$ cat config.mk
export PLATFORM = sky130hd
export DESIGN_NAME = shifter_pipe
export DESIGN_NICKNAME = d
export VERILOG_FILES = /design/src/rtl/shifter_pkg.sv /design/src/rtl/shift_stage.sv /design/src/rtl/shifter_pipe.sv
export SDC_FILE = /design/constraint.sdc
export NUM_CORES = 1
export LEC_CHECK = 0
export ABC_AREA = 1
export ABC_CLOCK_PERIOD_IN_PS = 2000
export CAP_MARGIN = 25
export CORE_MARGIN = 1.5
export CORE_UTILIZATION = 34
export DETAILED_ROUTE_END_ITERATION = 8
export PLACE_DENSITY = 0.63
export RECOVER_POWER = 25
export SLEW_MARGIN = 20
export SYNTH_ARGS = -nofsm -noshare
export SYNTH_HDL_FRONTEND = slang
export SYNTH_SLANG_ARGS = --single-unit
$ cat constraint.sdc
create_clock -name clk -period 2 [get_ports clk]
set_input_delay 0.3 -clock clk [delete_from_list [all_inputs] [get_ports clk]]
set_output_delay 0.3 -clock clk [all_outputs]
set_load 0.1 [all_outputs]
$ cat src/rtl/shifter_pkg.sv
// Shared definitions for the pipelined barrel shifter: operation encodings,
// amount-width helper and op classification helpers.
package shifter_pkg;

  typedef enum logic [2:0] {
    SHOP_SLL = 3'b000,
    SHOP_SRL = 3'b001,
    SHOP_SRA = 3'b010,
    SHOP_ROL = 3'b011,
    SHOP_ROR = 3'b100
  } shop_e;

  function automatic int amt_w(input int width);
    return $clog2(width);
  endfunction

  // Left ops reuse the right-shift core on bit-reversed data.
  function automatic logic is_left(input logic [2:0] op);
    return (op == SHOP_SLL) || (op == SHOP_ROL);
  endfunction

  function automatic logic is_rot(input logic [2:0] op);
    return (op == SHOP_ROL) || (op == SHOP_ROR);
  endfunction

  function automatic logic is_sra(input logic [2:0] op);
    return op == SHOP_SRA;
  endfunction

  // Codes above SHOP_ROR pass data through unchanged.
  function automatic logic is_shift(input logic [2:0] op);
    return op <= SHOP_ROR;
  endfunction

endpackage

$ cat src/rtl/shift_stage.sv
// One log stage of the right-shift core: shifts right by SHIFT when enabled,
// filling vacated bits with the wrapped low bits or a replicated fill bit.
module shift_stage #(
  parameter int WIDTH = 32,
  parameter int SHIFT = 1
) (
  input  logic [WIDTH-1:0] i_data,
  input  logic             i_en,
  input  logic             i_rot,
  input  logic             i_fill,
  output logic [WIDTH-1:0] o_data
);

  logic [SHIFT-1:0] w_ins;

  assign w_ins  = i_rot ? i_data[SHIFT-1:0] : {SHIFT{i_fill}};
  assign o_data = i_en ? {w_ins, i_data[WIDTH-1:SHIFT]} : i_data;

endmodule

$ cat src/rtl/shifter_pipe.sv
// Pipelined barrel shifter (SLL/SRL/SRA/ROL/ROR) with valid/ready handshake,
// a register every REG_EVERY log stages and per-slot bubble collapse.
module shifter_pipe
  import shifter_pkg::*;
#(
  parameter int WIDTH     = 32,
  parameter int REG_EVERY = 2,
  parameter int TAG_W     = 5
) (
  input  logic                     clk,
  input  logic                     rst_n,
  input  logic                     in_valid,
  output logic                     in_ready,
  input  logic [WIDTH-1:0]         in_data,
  input  logic [amt_w(WIDTH)-1:0]  in_amt,
  input  logic [2:0]               in_op,
  input  logic [TAG_W-1:0]         in_tag,
  output logic                     out_valid,
  input  logic                     out_ready,
  output logic [WIDTH-1:0]         out_data,
  output logic [TAG_W-1:0]         out_tag
);

  localparam int AW   = amt_w(WIDTH);
  localparam int NSTG = AW;
  localparam int NREG = (NSTG + REG_EVERY - 1) / REG_EVERY;
  localparam int CW   = 3 + AW + 1;

  logic [NREG-1:0]  r_vld;
  logic [NREG-1:0]  w_vld_src;
  logic [NREG-1:0]  w_en;
  logic [CW-1:0]    w_ctl_src [NREG];
  logic [WIDTH-1:0] w_dat_src [NREG];
  logic [TAG_W-1:0] w_tag_src [NREG];
  logic [WIDTH-1:0] w_stg_out [NSTG];
  logic [WIDTH-1:0] w_in_rev;
  logic [WIDTH-1:0] w_last_raw;
  logic [WIDTH-1:0] w_last_rev;
  logic [2:0]       w_last_op;
  logic [WIDTH-1:0] r_out_data;
  logic [TAG_W-1:0] r_out_tag;

  // Control word per slot: {op, amount, sign of original operand}.
  assign w_in_rev     = {<<{in_data}};
  assign w_ctl_src[0] = {in_op, in_amt, in_data[WIDTH-1]};
  assign w_dat_src[0] = is_left(in_op) ? w_in_rev : in_data;
  assign w_tag_src[0] = in_tag;

  for (genvar k = 0; k < NSTG; k++) begin : g_stage
    localparam int G = k / REG_EVERY;
    logic [2:0]       w_op;
    logic [WIDTH-1:0] w_din;
    assign w_op = w_ctl_src[G][CW-1 -: 3];
    if (k % REG_EVERY == 0) begin : g_head
      assign w_din = w_dat_src[G];
    end else begin : g_chain
      assign w_din = w_stg_out[k-1];
    end
    shift_stage #(
      .WIDTH (WIDTH),
      .SHIFT (1 << (NSTG - 1 - k))
    ) u_shift_stage (
      .i_data (w_din),
      .i_en   (w_ctl_src[G][NSTG-k] & is_shift(w_op)),
      .i_rot  (is_rot(w_op)),
      .i_fill (w_ctl_src[G][0] & is_sra(w_op)),
      .o_data (w_stg_out[k])
    );
  end

  // Inner slots carry data and control unreset; r_vld alone qualifies them.
  for (genvar g = 0; g < NREG - 1; g++) begin : g_slot
    localparam int LAST_STG = (g + 1) * REG_EVERY - 1;
    logic [CW-1:0]    r_ctl;
    logic [WIDTH-1:0] r_data;
    logic [TAG_W-1:0] r_tag;
    always_ff @(posedge clk) begin
      if (w_en[g] && w_vld_src[g]) begin
        r_ctl  <= w_ctl_src[g];
        r_data <= w_stg_out[LAST_STG];
        r_tag  <= w_tag_src[g];
      end
    end
    assign w_ctl_src[g+1] = r_ctl;
    assign w_dat_src[g+1] = r_data;
    assign w_tag_src[g+1] = r_tag;
  end

  // A slot loads when empty or when the slot below it is loading too.
  always_comb begin
    w_vld_src    = '0;
    w_en         = '0;
    w_vld_src[0] = in_valid;
    for (int g = 1; g < NREG; g++) begin
      w_vld_src[g] = r_vld[g-1];
    end
    w_en[NREG-1] = !r_vld[NREG-1] || out_ready;
    for (int g = NREG - 2; g >= 0; g--) begin
      w_en[g] = !r_vld[g] || w_en[g+1];
    end
  end

  always_ff @(posedge clk or negedge rst_n) begin
    if (!rst_n) begin
      r_vld <= '0;
    end else begin
      r_vld <= (w_en & w_vld_src) | (~w_en & r_vld);
    end
  end

  assign w_last_op  = w_ctl_src[NREG-1][CW-1 -: 3];
  assign w_last_raw = w_stg_out[NSTG-1];
  assign w_last_rev = {<<{w_last_raw}};

  always_ff @(posedge clk or negedge rst_n) begin
    if (!rst_n) begin
      r_out_data <= '0;
      r_out_tag  <= '0;
    end else if (w_en[NREG-1] && w_vld_src[NREG-1]) begin
      r_out_data <= is_left(w_last_op) ? w_last_rev : w_last_raw;
      r_out_tag  <= w_tag_src[NREG-1];
    end
  end

  assign in_ready  = w_en[0];
  assign out_valid = r_vld[NREG-1];
  assign out_data  = r_out_data;
  assign out_tag   = r_out_tag;

endmodule

==> results of run 1 <==
-- worst register-to-register path: cells and delay by family, from the launching register on --
| kind | cells | cell delay, ns |
|---|---|---|
| AO/OA/AOI/OAI | 2 | 0.47 |
| buffers and inverters | 3 | 0.43 |
| flip-flops | 1 | 0.42 |
| multiplexers | 1 | 0.15 |
| AND/OR/NAND/NOR | 1 | 0.11 |
-- layout by cell type, fill, tap and decap left out, drive strengths merged --
cell	count
nand4	1
bufinv	2
o211ai	4
o21ai	48
nor2	10
dlygate4sd3	11
or2	7
mux2i	26
nor3	2
buf	66
nand2	328
inv	60
edfxtp	86
nand3	223
dfrtp	40
clkinv	6
o21bai	2
a21boi	1
clkbuf	26
clkdlybuf4s50	37
a21oi	2
clkinvlp	3
-- cells in the mapped netlist --
cell type / n
dfrtp_1: 40
nand4_1: 1
nor3_1: 2
mux2i_1: 26
or2_2: 7
buf_2: 19
a21oi_1: 2
edfxtp_1: 86
nand2_2: 1
o21ai_1: 9
nand2_4: 2
nand3_1: 222
buf_1: 6
nand3_2: 1
nand2_1: 325
inv_2: 3
nor2_2: 2
o21ai_0: 39
nor2_1: 5
clkbuf_1: 18
nor2_4: 3
a21boi_1: 1
o211ai_1: 4
o21bai_1: 2
inv_1: 56
buf_4: 4
-- layout make-up --
| class | count | share of cell area |
|---|---|---|
| Sequential cell | 126 | 0.398 |
| Clock buffer | 20 | 0.0556 |
| Timing Repair Buffer | 120 | 0.125 |
| Multi-Input combinational cell | 654 | 0.344 |
| Clock inverter | 12 | 0.0140 |
| Inverter | 59 | 0.0254 |
| Tap cell | 270 | 0.0375 |
-- layer usage --
metal | vias up | global-route usage | share of wire
li1 | 3172 | - | -
met3 | 17 | 0.0283 | 0.058
met5 | - | 0 | 0
met1 | 2713 | 0.241 | 0.50
met2 | 255 | 0.237 | 0.43
met4 | 0 | 0.0575 | 0.013
-- worst max-delay path by stage --
stage	end	slack, ns	cells past startpoint
after global placement	g_slot[0].r_data[18]	-0.23	8
final	g_slot[1].r_data[11]	0.14	7
after floorplan	g_slot[0].r_ctl[0]	-0.15	5
after detailed placement	g_slot[0].r_data[18]	-0.23	8
after CTS	g_slot[1].r_data[11]	0.09	8
after global routing	g_slot[1].r_data[11]	0.02	8
-- flip-flops by register name (all words and copies together) (netlist names), named ones only --
name,flops
out_tag,5
g_slot.r_ctl,12
g_slot.r_data,64
out_data,32
g_slot.r_tag,10
-- power groups by stage --
stage / sequential (uW) / combinational (uW) / clock [uW]
6_report: 3940 / 5700 / 3170
5_1_grt: 4020 / 6090 / 3370
4_1_cts: 3950 / 5760 / 3260
3_5_place_dp: 3990 / 5730 / 0
3_3_place_gp: 3970 / 5700 / 0
2_1_floorplan: 6630 / 1690 / 0
-- what timing repair did --
item,in CTS,in global routing
gates resized for setup,0,1
hold buffers,1,0
hold endpoints to repair,31,0
setup buffers,0,1
setup endpoints to repair,0,14
-- logic make-up (layout without fill, tap and decap cells) --
kind of cell	count (synthesis)	in the layout
muxes	26	26
and+or+nand+nor	571	571
buffers and inverters	106	211
DFF	126	126
AOI/OAI and AO/OA	57	57
-- per-stage QoR --
step           area, sq um  hold WS [ns]  worst slack (ns)
2_1_floorplan         7130       0.00441            -0.146
6_report              9000         0.411             0.144
3_3_place_gp          8380         0.388            -0.228
5_1_grt               9000         0.427            0.0177
4_1_cts               9020         0.412            0.0949
3_5_place_dp          8380         0.380            -0.233
==> qor.yml, run 1 <==
outcome:
  status: "complete, no violations"
setup_path:
  critPathMaxStageDelay_ns: 0.42
  rrSetupSlack_ns: 0.14
  end_kind: "flop"
  cp-start-kind: "flop"
  r2r_cells: 7
  r2r_start: "g_slot[0].r_ctl[6]"
  crit_type: "reg2reg"
  r2r-end: "g_slot[1].r_data[11]"
  crit_top_cell: "buf_12"
  crit_buf_inv: 3
  worstPathArrival_ns: 1.98
  cp-startpoint: "g_slot[0].r_ctl[6]"
  cp_top_family: "compound AO/OA/AOI/OAI gates"
  worstPathCellList: "o21ai_2 > nand2_1 > buf_12 > inv_1 > buf_12 > o21ai_0 > mux2i_1"
  crit_fanout: 35
  cpMaxStageDelayCell: "edfxtp_1"
  required_ns: 2.13
clocking:
  clock_latency_ns: 0.41
  cts_tree: "built"
  clk_pin_slew_ns: 0.06
  cts-buffers-inserted: 17
  clkSinkCount: 126
  cts-root-buf: "clkbuf_16"
  htreeDepth: 4
  clk_path_buf_depth: 2
cells_and_area:
  post_layout_nonfiller_instances: 1261
  seqCellArea_sq_um: 3590
  syn2layout_area_growth_pct: 27.2
  drive_gt1_frac: 0.129
  fin_util: 0.443
  diodes: 0
  multi_input_area_sq_um: 3090
  nets: 1027
  fillCellCount: 1999
pwr:
  sequentialPowerShare: 0.307
  power.leakage_uw: 0.00419
  vdd_drop_max_v: 0.000596
  p_sw_uw: 5860
  p_total_uw: 12800
  p_int_uw: 6960
  power_frac_comb: 0.445
  power_density_nw_per_um2: 1420
  sw_frac_of_total: 0.457
  p_clk_frac: 0.248
timing:
  slew_violations: 0
  rsz0062_at_grt: "no"
  hold_viol_final: 0
  timing.fmax_mhz: 539
  finClkSkew_ns: 0.00851
  period_share: 0.928
  final.setup.tns_ns: 0
  worstMarginPinSlew_ns: 0.751
  period_needed_ns: 1.86
  setup_viol: 0
  relSlewSlack: 0.499
min_path:
  hp-start: "g_slot[0].r_ctl[1]"
  min_to: "g_slot[1].r_ctl[1]"
  hold_depth: 0
  hold_class: "reg2reg"
grt:
  grt_pass1_wl_um: 28600
  antenna_found_initial: 0
  grt_pass1_vias: 5615
  gr-total-overflow: 0
  grt.total_usage: 0.162
  grt_max_degree: 45
yosys:
  synthCells: 886
  synth_top_family_by_area: "simple AND/OR/NAND/NOR gates"
  yosys.area_share.simple: 0.352
  synth_warnings: 0
  synthXorXnorAreaFrac: 0
  yosysSeqAreaShare: 0.506
  synth_compound_area_frac: 0.0428
  avgSynthCellArea_sq_um: 7.99
  syn-num-nets: 935
  synth_top_area_frac: 0.365
  synth_cell_types: 26
  synth_top_area_cell: "edfxtp_1"
  synth_seq_cells: 126
  syn_area_sq_um: 7080
  muxShareOfSynthArea: 0.0368
  synthTopCellsByArea: "edfxtp_1, nand2_1, nand3_1"
  synthAdderAreaFrac: 0
drt:
  drc: 0
  wire_per_inst_um: 13.5
  dr.first_iter.drc_count: 445
  drt-pass1-iter-count: 5
  ant_nets: 0
  via_count: 6157
  postRouteWirelength_um: 17000
  avgViaCountPerCell: 4.88
die:
  core_sq_um: 20300
  start_util: 0.349
  die_h_um: 147
  die_w_um: 147
  ios: 88
  rows: 52
  dieArea_sq_um: 21700
placed_design:
  globalplace.congestion: 0.923
  port_buffers: 87
  dp.cells: 1227
  dp_hpwl_um: 12500
job:
  maxCapViolCount: 0
(Power assumes the default switching activity.)
==> run 2: changes to the inputs <==
==> constraint.sdc (replaced) <==
create_clock -name clk -period 2 [get_ports clk]
set_input_delay 0.3 -clock clk [delete_from_list [all_inputs] [get_ports clk]]
set_output_delay 0.3 -clock clk [all_outputs]
set_load 0.005 [all_outputs]
==> run 2 against run 1 <==
Net effect: sequential cell count stayed put; worst setup slack worse by 0.038 ns; global-route usage is 0.35 points lower; wire length is 5.2% lower; final cell count is 0.56% higher; clock power is 11% lower; cell area is 0.11% higher; sequential power hardly changed; largest cell class unchanged.
==> qor.yml, run 2 (synthesized netlist as in run 1, its figures left out) <==
cells_and_area:
  diodes: 0
  syn2layout_area_growth_pct: 27.3
  drive_gt1_frac: 0.0932
  layout_common_cells: "nand2_1, nand3_1, edfxtp_1"
  top_register: "g_slot.r_data"
  fin_util: 0.444
  nets: 1034
  layout_commonest_cell: "nand2_1"
  fillCellCount: 2039
  seqCellArea_sq_um: 3580
  multi_input_area_sq_um: 3070
  largest_reg_flops: 64
placed_design:
  globalplace.congestion: 0.903
  dp_hpwl_um: 12200
  dp_slack_ns: -0.174
  port_buffers: 87
timing:
  finClkSkew_ns: 0.00994
  worstMarginPinSlew_ns: 1.34
  period_needed_ns: 1.89
  rsz0062_at_grt: "no"
  hold_viol_final: 0
  timing.fmax_mhz: 528
  relSlewSlack: 0.105
  setup_viol: 0
  slew_violations: 0
  period_share: 0.947
  worst_slack_ns: 0.106
die:
  start_util: 0.349
  die_h_um: 147
  dieArea_sq_um: 21700
  core_sq_um: 20300
  rows: 52
  ios: 88
  die_w_um: 147
setup_path:
  crit_fanout: 35
  worstPathArrival_ns: 2.02
  crit_type: "reg2reg"
  required_ns: 2.13
  end_kind: "flop"
  cp-start-kind: "flop"
grt:
  antenna_found_initial: 0
  grt_pass1_vias: 5641
  grt_pass1_wl_um: 27900
  grt_max_degree: 45
  grt.total_usage: 0.159
  gr-total-overflow: 0
drt:
  routed.top_layer: "met4"
  avgViaCountPerCell: 4.80
  postRouteWirelength_um: 16100
  dr_wl_met2_um: 6840
  dr.first_iter.drc_count: 346
  dr_wl_met3_um: 773
  wl_met1_um: 8130
  wire_per_inst_um: 12.7
  via_count: 6086
  drt-pass1-iter-count: 5
  ant_nets: 0
  drc: 0
pwr:
  power.leakage_uw: 0.00414
  vdd_drop_max_v: 0.000602
  power_density_nw_per_um2: 1080
clocking:
  htreeDepth: 4
  clk_pin_slew_ns: 0.06
  cts_tree: "built"
  clock_latency_ns: 0.41
  clkSinkCount: 126
  cts-buffers-inserted: 17
  clk_path_buf_depth: 2
  cts-root-buf: "clkbuf_16"
outcome:
  status: "complete, no violations"
min_path:
  hold_class: "reg2reg"
job:
  maxCapViolCount: 0
-- run 2: where the power goes --
part           internal (uW)  switching [uW]
Combinational           1450            1570
Clock                   1690            1120
Sequential              3580             334
Total                   6710            3030
-- run 2: worst paths after layout --
| check | from | cells past startpoint | slack, ns | to |
|---|---|---|---|---|
| max in group asynchronous | rst_n | 3 | 0.40 | out_tag[3] |
| worst min-delay path | g_slot[0].r_tag[1] | 0 | 0.42 | g_slot[1].r_tag[1] |
| worst min register to register | g_slot[0].r_tag[1] | 0 | 0.42 | g_slot[1].r_tag[1] |
| min in group asynchronous | rst_n | 2 | 0.72 | out_data[13] |
| worst max-delay path | g_slot[0].r_ctl[7] | 7 | 0.11 | g_slot[1].r_data[10] |
| worst max register to register | g_slot[0].r_ctl[7] | 7 | 0.11 | g_slot[1].r_data[10] |
-- run 2: metal layers --
metal  vias up  global-route usage
li1       3186                   -
met1      2672               0.232
met2       202               0.229
met3        26              0.0289
met4         0              0.0695
met5         -                   0
-- run 2: layout make-up --
cell class / instances / area share
sequential: 126 / 0.398
multi-input combinational: 654 / 0.341
timing repair buffer: 127 / 0.139
clock buffer: 19 / 0.0515
tap: 270 / 0.0375
inverter: 59 / 0.0246
clock inverter: 13 / 0.00944
-- run 2: critical path, cell delays in order (launching register included) --
cell and delay, ns:
edfxtp_1 0.43, o21ai_2 0.09, nand2_1 0.11, buf_12 0.17, inv_1 0.09, buf_4 0.16, o21ai_0 0.36, mux2i_1 0.17
-- run 2: metrics by stage --
stage | hold WS, ns | std cells | total power [uW] | area, sq um | setup TNS, ns
6_report | 0.416 | 1268 | 9740 | 9010 | 0
5_1_grt | 0.425 | 1268 | 10400 | 9010 | 0
4_1_cts | 0.418 | 1267 | 9880 | 9020 | 0
3_5_place_dp | 0.325 | 1234 | 7030 | 8460 | -3.08
3_3_place_gp | 0.333 | 1234 | 6980 | 8460 | -3.09
2_1_floorplan | 0.00441 | 886 | 5580 | 7080 | 0
-- run 2: repair_timing --
item | in CTS | in global routing
endpoints found under the setup margin | 0 | 13
hold endpoints to repair | 25 | 0
hold buffers | 1 | 0
resized for setup | 0 | 2
setup buffers | 0 | 1
==> run 3: changes to the inputs <==
Settings changed: ABC_CLOCK_PERIOD_IN_PS 2000 to 1900, CORE_UTILIZATION 34 to 32, PLACE_DENSITY 0.63 to default, PLACE_DENSITY_LB_ADDON from default to 0.08.
Clock period 2 ns to 1.9 ns, I/O delays scaled along.
==> run 3 against run 2 <==
Net effect: global-route usage is 0.25 points higher; sequential power increased by 5.1%; sequential share of layout area is 0.68 points lower; first-iteration DRC count rose by 3.2%; non-clock buffer count grew 2; register-to-register slack about the same; final cell count increased by 1.0%; combinational power is 8.6% higher; worst setup slack worse by 0.029 ns; critical endpoint is now in_ready; largest power group unchanged.
==> qor.yml, run 3 (synthesized netlist as in run 1, its figures left out) <==
outcome:
  status: "complete, no violations"
setup_path:
  r2r_cells: 6
  crit_type: "reg2out"
  required_ns: 1.62
  crit_fanout: 3
  worstPathArrival_ns: 1.54
  rrSetupSlack_ns: 0.11
  worstPathCellList: "nand2_2 > nor2_2 > nand2_1 > clkdlybuf4s50_1"
  end_kind: "primary output"
  critPathMaxStageDelay_ns: 0.51
  r2r_start: "g_slot[0].r_ctl[6]"
  cp-start-kind: "flop"
  cpMaxStageDelayCell: "clkdlybuf4s50_1"
  r2r-end: "g_slot[1].r_data[9]"
drt:
  postRouteWirelength_um: 17700
  via_count: 6115
  ant_nets: 0
  drt-pass1-iter-count: 5
  wire_per_inst_um: 13.8
  dr.first_iter.drc_count: 357
  avgViaCountPerCell: 4.77
  drc: 0
placed_design:
  port_buffers: 87
  dp_slack_ns: -0.290
  dp_hpwl_um: 13200
  globalplace.congestion: 0.847
timing:
  rsz0062_at_grt: "no"
  timing.fmax_mhz: 549
  worstMarginPinSlew_ns: 1.02
  fin_hold_ws_ns: 0.418
  period_needed_ns: 1.82
  hold_viol_final: 0
  finClkSkew_ns: 0.00756
  setup_viol: 0
  worst_slack_ns: 0.0771
  slew_violations: 0
  period_share: 0.959
  relSlewSlack: 0.322
cells_and_area:
  nets: 1037
  syn2layout_area_growth_pct: 29.5
  layout_commonest_cell: "nand2_1"
  fin_util: 0.421
  drive_gt1_frac: 0.101
  fillCellCount: 2244
  top_register: "g_slot.r_data"
  largest_reg_flops: 64
  diodes: 0
  layout_common_cells: "nand2_1, nand3_1, edfxtp_1"
clocking:
  cts_tree: "built"
  clock_latency_ns: 0.42
  htreeDepth: 4
  clk_pin_slew_ns: 0.06
  clk_path_buf_depth: 2
  postCtsSetupBuffers: 0
  cts-root-buf: "clkbuf_16"
  cts-buffers-inserted: 17
  clkSinkCount: 126
pwr:
  power_density_nw_per_um2: 1160
  power_frac_comb: 0.308
  p_int_uw: 7380
  p_sw_uw: 3270
  p_clk_frac: 0.305
  sequentialPowerShare: 0.387
  power.leakage_uw: 0.00418
  sw_frac_of_total: 0.307
  vdd_drop_max_v: 0.000684
die:
  core_sq_um: 21800
  die_w_um: 152
  dieArea_sq_um: 23000
  die_h_um: 152
  rows: 54
  ios: 88
  start_util: 0.325
min_path:
  hp-start: "g_slot[0].r_tag[3]"
  hold_class: "reg2reg"
  hold_depth: 0
  min_to: "g_slot[1].r_tag[3]"
job:
  maxCapViolCount: 0
grt:
  grt_pass1_wl_um: 29100
  grt_max_degree: 43
  gr-total-overflow: 0
  grt_pass1_vias: 5742
  antenna_found_initial: 0
  grt.total_usage: 0.161
## run 3: cell types whose count changed in the layout (fill, tap and decap cells not counted), sizes merged
cell           delta
bufinv            +2
inv               -3
nor2              +1
dlygate4sd3       -2
clkdlybuf4s50     +2
buf               +6
clkbuf            -3
clkinvlp          +5
clkinv            -5
## run 3: routing by layer
metal  wire [um]  track usage  share of wire  vias up
li1            -            -              -     3193
met1        8860        0.232           0.50     2735
met2        7780        0.241           0.44      165
met3         671       0.0296          0.038       22
met4         355       0.0587          0.020        0
met5           0            0              0        -
## run 3: worst max-delay path by stage
stage / endpoint / cells after the start
2_1_floorplan: g_slot[1].r_ctl[0] / 5
3_3_place_gp: g_slot[0].r_data[30] / 11
3_5_place_dp: g_slot[0].r_data[18] / 8
4_1_cts: in_ready / 4
5_1_grt: in_ready / 4
6_report: in_ready / 4
## run 3: cell type report
type,count,area (sq um),share of cell area
Multi-Input combinational cell,655,3080,0.336
Inverter,59,223,0.0243
Timing Repair Buffer,129,1330,0.145
Clock buffer,20,467,0.0509
Tap cell,280,350,0.0382
Sequential cell,126,3580,0.391
Clock inverter,12,135,0.0147
## run 3: timing repair
item                                    4_1_cts  5_1_grt
resized for setup                             0        4
endpoints found under the setup margin        0       12
hold endpoints to repair                     40        0
hold buffers                                  1        0
## run 3: through the flow
step                setup TNS, ns  std cells  power [uW]  area [sq um]
floorplan                       0        886        5870          7080
global placement            -6.69       1247        7480          8550
detailed placement          -6.56       1247        7500          8550
CTS                             0       1280       10800          9160
global route                    0       1281       11400          9170
finish                          0       1281       10600          9170
## run 3: power groups by stage
stage	sequential, uW	combinational, uW	clock (uW)
6_report	4120	3280	3240
5_1_grt	4200	3750	3460
4_1_cts	4130	3330	3340
3_5_place_dp	4180	3320	0
3_3_place_gp	4180	3290	0
2_1_floorplan	4140	1730	0
## run 3: worst max-delay path: cells and delay by family (launching register included)
family,cells,cell delay (ns)
and+or+nand+nor,3,0.22
DFF,1,0.38
buffers and inverters,1,0.51
